==> src/rtl/hazard_unit.sv <==
// ---------------------------------------------------------------------------
// hazard_unit
//   Pipeline hazard controller for the 5-stage core.
//   - EX-stage operand forwarding selects (00 = register file, 01 = WB result,
//     10 = MEM result; 11 is never produced).
//   - Stall / flush controls for the IF/ID/EX/MEM pipeline registers
//     (memory busy > taken branch > load-use).
//   - Data-memory wait-state tracker (RUN / MEM_WAIT) with a sticky timeout
//     flag for a memory that never answers.
//
// Optional build macro: HAZARD_PERF_EN adds saturating performance counters
//   perf_stall_cnt (cycles with stall_f) and perf_flush_cnt (cycles with a
//   branch-induced flush_e), plus the PERF_WIDTH parameter.
//
// Ports
//   clk                  core clock, all state on rising edge
//   rst_n                synchronous active-low reset
//   rs1_d, rs2_d         source registers of the instruction in ID
//   rs1_e, rs2_e, rd_e   source / destination registers in EX
//   mem_read_e           EX instruction is a load
//   rd_m, reg_write_m    MEM destination / write enable
//   rd_w, reg_write_w    WB destination / write enable
//   pc_src_e             taken branch/jump resolved in EX
//   mem_req_m            MEM instruction accesses data memory
//   mem_ready_m          data memory completes the access this cycle
//   forward_a, forward_b forwarding mux selects for EX operands
//   stall_f..stall_m     hold PC, IF-ID, ID-EX, EX-MEM registers
//   flush_d, flush_e     bubble IF-ID, ID-EX registers
//   mem_wait             tracker is in MEM_WAIT (registered)
//   mem_timeout_err      sticky memory-timeout flag (registered)
// ---------------------------------------------------------------------------
module hazard_unit #(
  parameter int REG_ADDR_WIDTH = 5,
  parameter int MEM_TIMEOUT    = 255
`ifdef HAZARD_PERF_EN
  , parameter int PERF_WIDTH   = 32
`endif
) (
  input  logic                      clk,
  input  logic                      rst_n,
  input  logic [REG_ADDR_WIDTH-1:0] rs1_d,
  input  logic [REG_ADDR_WIDTH-1:0] rs2_d,
  input  logic [REG_ADDR_WIDTH-1:0] rs1_e,
  input  logic [REG_ADDR_WIDTH-1:0] rs2_e,
  input  logic [REG_ADDR_WIDTH-1:0] rd_e,
  input  logic                      mem_read_e,
  input  logic [REG_ADDR_WIDTH-1:0] rd_m,
  input  logic                      reg_write_m,
  input  logic [REG_ADDR_WIDTH-1:0] rd_w,
  input  logic                      reg_write_w,
  input  logic                      pc_src_e,
  input  logic                      mem_req_m,
  input  logic                      mem_ready_m,
  output logic [1:0]                forward_a,
  output logic [1:0]                forward_b,
  output logic                      stall_f,
  output logic                      stall_d,
  output logic                      stall_e,
  output logic                      stall_m,
  output logic                      flush_d,
  output logic                      flush_e,
  output logic                      mem_wait,
  output logic                      mem_timeout_err
`ifdef HAZARD_PERF_EN
  , output logic [PERF_WIDTH-1:0]   perf_stall_cnt
  , output logic [PERF_WIDTH-1:0]   perf_flush_cnt
`endif
);

  localparam int CNT_W = $clog2(MEM_TIMEOUT + 1);
  localparam logic [CNT_W-1:0] CNT_MAX = CNT_W'(MEM_TIMEOUT);
  localparam logic [CNT_W-1:0] CNT_ONE = CNT_W'(1);

  typedef enum logic {
    RUN      = 1'b0,
    MEM_WAIT = 1'b1
  } state_t;

  // -------------------------------------------------------------------------
  // Forwarding: index 0 = operand A (rs1_e), index 1 = operand B (rs2_e).
  // The MEM stage holds the younger result, so it wins over WB on the same rd.
  // -------------------------------------------------------------------------
  logic [1:0][REG_ADDR_WIDTH-1:0] rs_e;
  logic [1:0][1:0]                fwd_sel;

  assign rs_e = {rs2_e, rs1_e};

  genvar gi;
  generate
    for (gi = 0; gi < 2; gi++) begin : g_fwd
      logic hit_m;
      logic hit_w;
      assign hit_m = reg_write_m && (rd_m != '0) && (rd_m == rs_e[gi]);
      assign hit_w = reg_write_w && (rd_w != '0) && (rd_w == rs_e[gi]);
      assign fwd_sel[gi] = hit_m ? 2'b10 : (hit_w ? 2'b01 : 2'b00);
    end
  endgenerate

  assign forward_a = rst_n ? fwd_sel[0] : 2'b00;
  assign forward_b = rst_n ? fwd_sel[1] : 2'b00;

  // -------------------------------------------------------------------------
  // Stall / flush priority
  // -------------------------------------------------------------------------
  logic lu_hazard;
  logic mem_busy;

  assign lu_hazard = mem_read_e && (rd_e != '0) && ((rd_e == rs1_d) || (rd_e == rs2_d));
  assign mem_busy  = mem_req_m && !mem_ready_m;

  always_comb begin
    stall_f = 1'b0;
    stall_d = 1'b0;
    stall_e = 1'b0;
    stall_m = 1'b0;
    flush_d = 1'b0;
    flush_e = 1'b0;
    if (!rst_n) begin
      // Keep bubbles flowing into ID/EX while the core is held in reset.
      flush_d = 1'b1;
      flush_e = 1'b1;
    end else if (mem_busy) begin
      // Freeze the whole front of the pipe; nothing may be lost or duplicated.
      stall_f = 1'b1;
      stall_d = 1'b1;
      stall_e = 1'b1;
      stall_m = 1'b1;
    end else if (pc_src_e) begin
      // The load in EX (if any) is on the wrong path after a taken branch.
      flush_d = 1'b1;
      flush_e = 1'b1;
    end else if (lu_hazard) begin
      // Hold IF/ID one cycle and inject a single bubble into EX.
      stall_f = 1'b1;
      stall_d = 1'b1;
      flush_e = 1'b1;
    end
  end

  // -------------------------------------------------------------------------
  // Memory wait tracker. Stalls above are driven directly from mem_busy so a
  // one-cycle miss costs exactly one cycle; this FSM only observes the wait.
  // -------------------------------------------------------------------------
  state_t           state_reg, state_next;
  logic [CNT_W-1:0] wait_cnt_reg, wait_cnt_next;
  logic             timeout_reg, timeout_next;

  always_comb begin
    state_next    = state_reg;
    wait_cnt_next = wait_cnt_reg;
    timeout_next  = timeout_reg;
    case (state_reg)
      RUN: begin
        if (mem_busy) begin
          state_next    = MEM_WAIT;
          wait_cnt_next = CNT_ONE;
        end
      end
      MEM_WAIT: begin
        if (mem_ready_m || !mem_req_m) begin
          // Completed or aborted request.
          state_next    = RUN;
          wait_cnt_next = '0;
        end else if (wait_cnt_reg == CNT_MAX) begin
          // Counter sits at its ceiling; a still-busy memory is declared stuck.
          timeout_next = 1'b1;
        end else begin
          wait_cnt_next = wait_cnt_reg + CNT_ONE;
        end
      end
      default: begin
        state_next    = RUN;
        wait_cnt_next = '0;
      end
    endcase
  end

  always_ff @(posedge clk) begin
    if (!rst_n) begin
      state_reg    <= RUN;
      wait_cnt_reg <= '0;
      timeout_reg  <= 1'b0;
    end else begin
      state_reg    <= state_next;
      wait_cnt_reg <= wait_cnt_next;
      timeout_reg  <= timeout_next;
    end
  end

  assign mem_wait        = (state_reg == MEM_WAIT);
  assign mem_timeout_err = timeout_reg;

`ifdef HAZARD_PERF_EN
  // -------------------------------------------------------------------------
  // Saturating performance counters.
  // -------------------------------------------------------------------------
  logic [PERF_WIDTH-1:0] stall_cnt_reg;
  logic [PERF_WIDTH-1:0] flush_cnt_reg;
  logic                  branch_flush;

  // flush_e caused by a taken branch (memory stalls take priority over it).
  assign branch_flush = rst_n && !mem_busy && pc_src_e;

  always_ff @(posedge clk) begin
    if (!rst_n) begin
      stall_cnt_reg <= '0;
      flush_cnt_reg <= '0;
    end else begin
      if (stall_f && (stall_cnt_reg != '1)) begin
        stall_cnt_reg <= stall_cnt_reg + 1'b1;
      end
      if (branch_flush && (flush_cnt_reg != '1)) begin
        flush_cnt_reg <= flush_cnt_reg + 1'b1;
      end
    end
  end

  assign perf_stall_cnt = stall_cnt_reg;
  assign perf_flush_cnt = flush_cnt_reg;
`endif

endmodule

==> config.mk <==
export PLATFORM = sky130hd
export DESIGN_NAME = hazard_unit
export DESIGN_NICKNAME = d
export VERILOG_FILES = /design/src/rtl/hazard_unit.sv
export SDC_FILE = /design/constraint.sdc
export NUM_CORES = 1
export LEC_CHECK = 0
export CELL_PAD_IN_SITES_DETAIL_PLACEMENT = 2
export CELL_PAD_IN_SITES_GLOBAL_PLACEMENT = 2
export CORE_ASPECT_RATIO = 1.75
export CORE_UTILIZATION = 20
export DETAILED_ROUTE_END_ITERATION = 8
export PLACE_DENSITY = 0.9
export SYNTH_ARGS = -nofsm -noshare
export SYNTH_HDL_FRONTEND = slang
export SYNTH_SLANG_ARGS = --single-unit
export TNS_END_PERCENT = 10
==> constraint.sdc <==
create_clock -name clk -period 1.8 [get_ports clk]
set_clock_uncertainty 0.1 [all_clocks]
set_input_delay 0.27 -clock clk [delete_from_list [all_inputs] [get_ports clk]]
set_output_delay 0.27 -clock clk [all_outputs]
set_load 0.005 [all_outputs]
# Word level (Yosys, flattened, before mapping)
# Cells that the tools add are included.
# totals
input_bits	43
word_cells	57
out_inout_bits	12
regBits	10
# classes
n_eq_ne	9
addsub	1
reduce_logical	18
n_bitwise	2
mux	24
# ops
operator	count
$eq A5 B5 Y1	6
$mux W8	3
$pmux W8 S2	1
$mux W1	15
$reduce_bool A5 Y1	3
$logic_and A1 B1 Y1	9
$add A8 B1 Y8 const B	1
$eq A8 B8 Y1 const B	1
$mux W2	4
$ne A3 B3 Y1 const B	1
$reduce_and A3 Y1	1
$logic_not A1 Y1	2
$logic_or A1 B1 Y1	2
$ne A2 B2 Y1 const B	1
$not A1 Y1	2
$pmux W1 S2	1
$reduce_and A2 Y1	1

# Depth between registers and ports, before layout
# depth
ltp_word	7
depth_mapped	5
depth_no_buf	5

# Worst setup path before layout
# OpenSTA, ideal clock, no wires.
# synth_timing
path_kind	input to output
startpoint	in rd_m[1]
endpoint	out forward_b[0]
n_path_buf	0
arrival_ps	1292
cell_stages	4
setup_slack_ps	138
cell_sequence	or4_1 > o21ai_2 > nor4_1 > nor4_2
# synth_via
elab_chain_len	5
word_cells_on_any_way	6
# synth_rtl
item	line	text
start: declaration	47	input logic [REG_ADDR_WIDTH-1:0] rd_m,
$reduce_bool A5 Y1	93	assign hit_m = reg_write_m && (rd_m != '0) && (rd_m == rs_e[gi]);
$logic_and A1 B1 Y1	93	
$logic_and A1 B1 Y1 *	93	
$mux W2 *	95	assign fwd_sel[gi] = hit_m ? 2'b10 : (hit_w ? 2'b01 : 2'b00);
$mux W2 *	100	assign forward_b = rst_n ? fwd_sel[1] : 2'b00;
end: declaration	55	output logic [1:0] forward_b,
# Every way passes the cells marked *; elsewhere a longest branch is shown, timed or not.

# Worst setup path in the final report
# layout_timing
startpoint	in rs2_d[3]
endpoint	out flush_e
# layout_via
elab_chain_len	7
# layout_rtl
item	line	text
start: declaration	42	input logic [REG_ADDR_WIDTH-1:0] rs2_d,
$eq A5 B5 Y1	108	assign lu_hazard = mem_read_e && (rd_e != '0) && ((rd_e == rs1_d) || (rd_e == rs2_d));
$logic_or A1 B1 Y1	108	
$logic_and A1 B1 Y1	108	
$mux W1	132	end else if (lu_hazard) begin
$mux W1	128	end else if (pc_src_e) begin
$mux W1	122	end else if (mem_busy) begin
$mux W1	118	if (!rst_n) begin
end: declaration	61	output logic flush_e,
# No other way between the ends.

==> impl_results.md <==
- Status: finished, violations left
- Failing checks: setup timing
- Yosys warning total: 0
- Prevailing post-synth register cell: dfxtp_1
- Combinational cell fraction of total power: 39.9%
- Post-synthesis simple-gate area fraction: around 28%
- Internal: about 530 uW
- Worst Path Required: 1.43 ns
- Fin util: just over 40%
- Via Count: roughly 1300
- Max Cap Violations: 0
- Max reg flops: 8
- TritonCTS clock tree: done
- Xor/xnor cell area share of the yosys netlist: a little over a quarter
- Power Density: between 300 and 400 nW/um^2
- Psw: 238.5 uW
- Syn-to-layout area delta: 97.20%
- Count of flip-flops with a built-in enable after synthesis: 0
- Slew @ Worst Pin: ~0.36 ns
- # fillers: 552
- Vias in the first global route: 1565
- Clock power share: between 30% and 40%
- Die Span Y: 94.71 um
- CTS Buf Count: 3
- Share of layout cells above drive strength 1: between 30% and 40%
- DIE WIDTH: ~55 um
- Most frequent cells in the layout: 26 x buf_4, 22 x xor2_1, 20 x dlygate4sd2_1, 12 x clkdlybuf4s50_1, 10 x dfxtp_1
- Number of synthesized register bits: 10
- Unrepaired setup endpoints after global routing: true
- Setup Viol. Count Final: 7
- Crit path launch type: input port
- Yosys top cell by area: xor2_1
- Final hold viol count: 0
- Critical path class: input port to output port
- DRT antenna net count: 0
- Post-synth top area share: 21.40%
- Adder-cell share of the synthesized area: 1.274%
- Register area share after synthesis: about a fifth
- Max VDD drop: between 300 and 400 uV
- Clk root buf: clkbuf_8
- Reg power frac: just under 30%
- # clock sinks: 10
- Switching Share: a little under a third
- Starting Density: 20.87%
- DRC: 0
- Iter 0 DRT Violations: 19
- DP Wirelength: between 3000 and 4000 um
- Final WS setup: -0.1702 ns
- Largest cells by area after synthesis: xor2_1 21%, dfxtp_1 20%, xnor2_1 5.4%, nand3_1 4.1%, o21ai_0 3.6%
- Port Buffers: 54
- Worst skew pair latency: ~0.24 ns
- Die Area: approximately 5200 sq um
- Clock tree buffer depth: 2
- Core Rows: 33
- Hold WC Path Type: flip-flop to flip-flop
- Largest net degree at the start of global routing: 8
- Post-synth cell types: 37
- Commonest non-fill, non-tap cell in the layout: buf_4
- Arrival @ worst endpoint: approximately 1.6 ns
- Antenna violations before repair: 0
- Crit-path max FO: 2
- Nets: around 250
- Slew Limit Headroom: approximately three quarters
- Pwr Total: 772.6 uW
- Drt total wl: 4932 um
- Final GP Congestion: 0.7897
- Vias per cell: a little over 5
- LEAKAGE: 0.8447 nW
- Highest clock rate: approximately 500 MHz
- DR WL/cell: about 19 um
- Register area: around 200 sq um
- Avg Inst Size Synth: 7.734 sq um
- Mux share of post-synthesis cell area: 0%
- Core Region: 4707 sq um
- Crit path capture type: output port
- Drt first pass iters: 3
- IO Count: between 50 and 60
- FFs w/ async S/R, synth: 0%
- Syn nets: roughly 170
- Final period util: 109.5%
- Cell Area, Synth: ~980 sq um
- Diodes inserted: 0
- Synth Area in Compound Gates: 19.36%
- Min cycle time layout: 1.970 ns
- First-pass GRT wire length: 7748 um
- H-tree depth: 1
- GRT Total Usage: between 20% and 30%
- Multi-input gate area: 917.1 sq um
- Final Slew Violations: 0
- Largest family of logic cells by synthesized area: simple AND/OR/NAND/NOR gates
- Global route total overflow: 0
- Synth Instances: approximately 130
- Clk pin slew, worst setup/hold paths: roughly 0.050 ns
## layout make-up
class | count | area share [%]
flip-flops and latches | 10 | 10.34
well taps | 52 | 3.359
inverters | 4 | 0.7752
repair buffers | 81 | 36.05
multi-input cells | 109 | 47.35
clock buffers | 3 | 2.132
## path summary, 6_finish.rpt
check,startpoint,end,slack [ns],depth (start not counted)
min reg2reg,mem_timeout_err,mem_timeout_err,0.37,2
max reg2reg,wait_cnt_reg[0],wait_cnt_reg[0],0.06,6
min,mem_timeout_err,mem_timeout_err,0.37,2
max,rs2_d[3],flush_e,-0.17,6
## worst max-delay path, stage by stage
cell,delay [ns]
clkdlybuf4s50_1,0.41
xor2_1,0.16
nor3_2,0.13
a22oi_2,0.12
o311ai_1,0.32
buf_2,0.19
## synth_stat cells, types with 3 or more instances
library cell	n
a31oi_1	3
nor4_1	3
nand3_1	8
xor2_1	24
nand2_1	7
dfxtp_1	10
a21oi_1	6
o21ai_0	7
xnor2_1	6
nor2_1	8
or4_1	4
nor3_1	6
inv_1	4
## routing by layer
layer	vias to the layer above	global-route usage, %	part of all wire, %
li1	620	-	-
met1	658	20.23	35
met2	48	41.57	59
met3	14	3.865	3.8
met4	0	6.458	3.1
met5	-	0	0
## kinds of logic after synthesis
group | Yosys count
xor gates and xnor gates | 30
AOI/OAI and AO/OA | 29
adders and majority gates | 1
and+or+nand+nor | 49
buffers and inverters | 8
DFF | 10
## metrics by stage
| stage | setup WS [ns] | setup TNS, ns | instances | area [sq um] | hold WS [ns] |
|---|---|---|---|---|---|
| after floorplan | 0.1384 | 0 | 127 | 982.2 | 0.3650 |
| after global placement | -0.8529 | -6.240 | 254 | 1753 | 0.3498 |
| after detailed placement | -0.9051 | -7.525 | 254 | 1753 | 0.3711 |
| after CTS | -0.1992 | -1.017 | 259 | 1887 | 0.3829 |
| after global routing | -0.2332 | -1.269 | 259 | 1937 | 0.4135 |
| final | -0.1702 | -0.9050 | 259 | 1937 | 0.3738 |
## power groups by stage
stage               Sequential, mW  Clock, mW  Combinational (mW)
global route                 0.228      0.251               0.332
global placement             0.232          0               0.269
CTS                          0.227      0.236               0.302
floorplan                    0.231          0              0.0864
finish                       0.228      0.237               0.308
detailed placement           0.232          0               0.285
## what timing repair did
item,4_1_cts,5_1_grt
hold buffers,0,0
endpoints found under the setup margin,10,10
endpoints found under the hold margin,0,0
gates cloned,0,0
pin swaps,21,4
resized for setup,103,15
setup buffers,2,0
(Power assumes the default switching activity.)
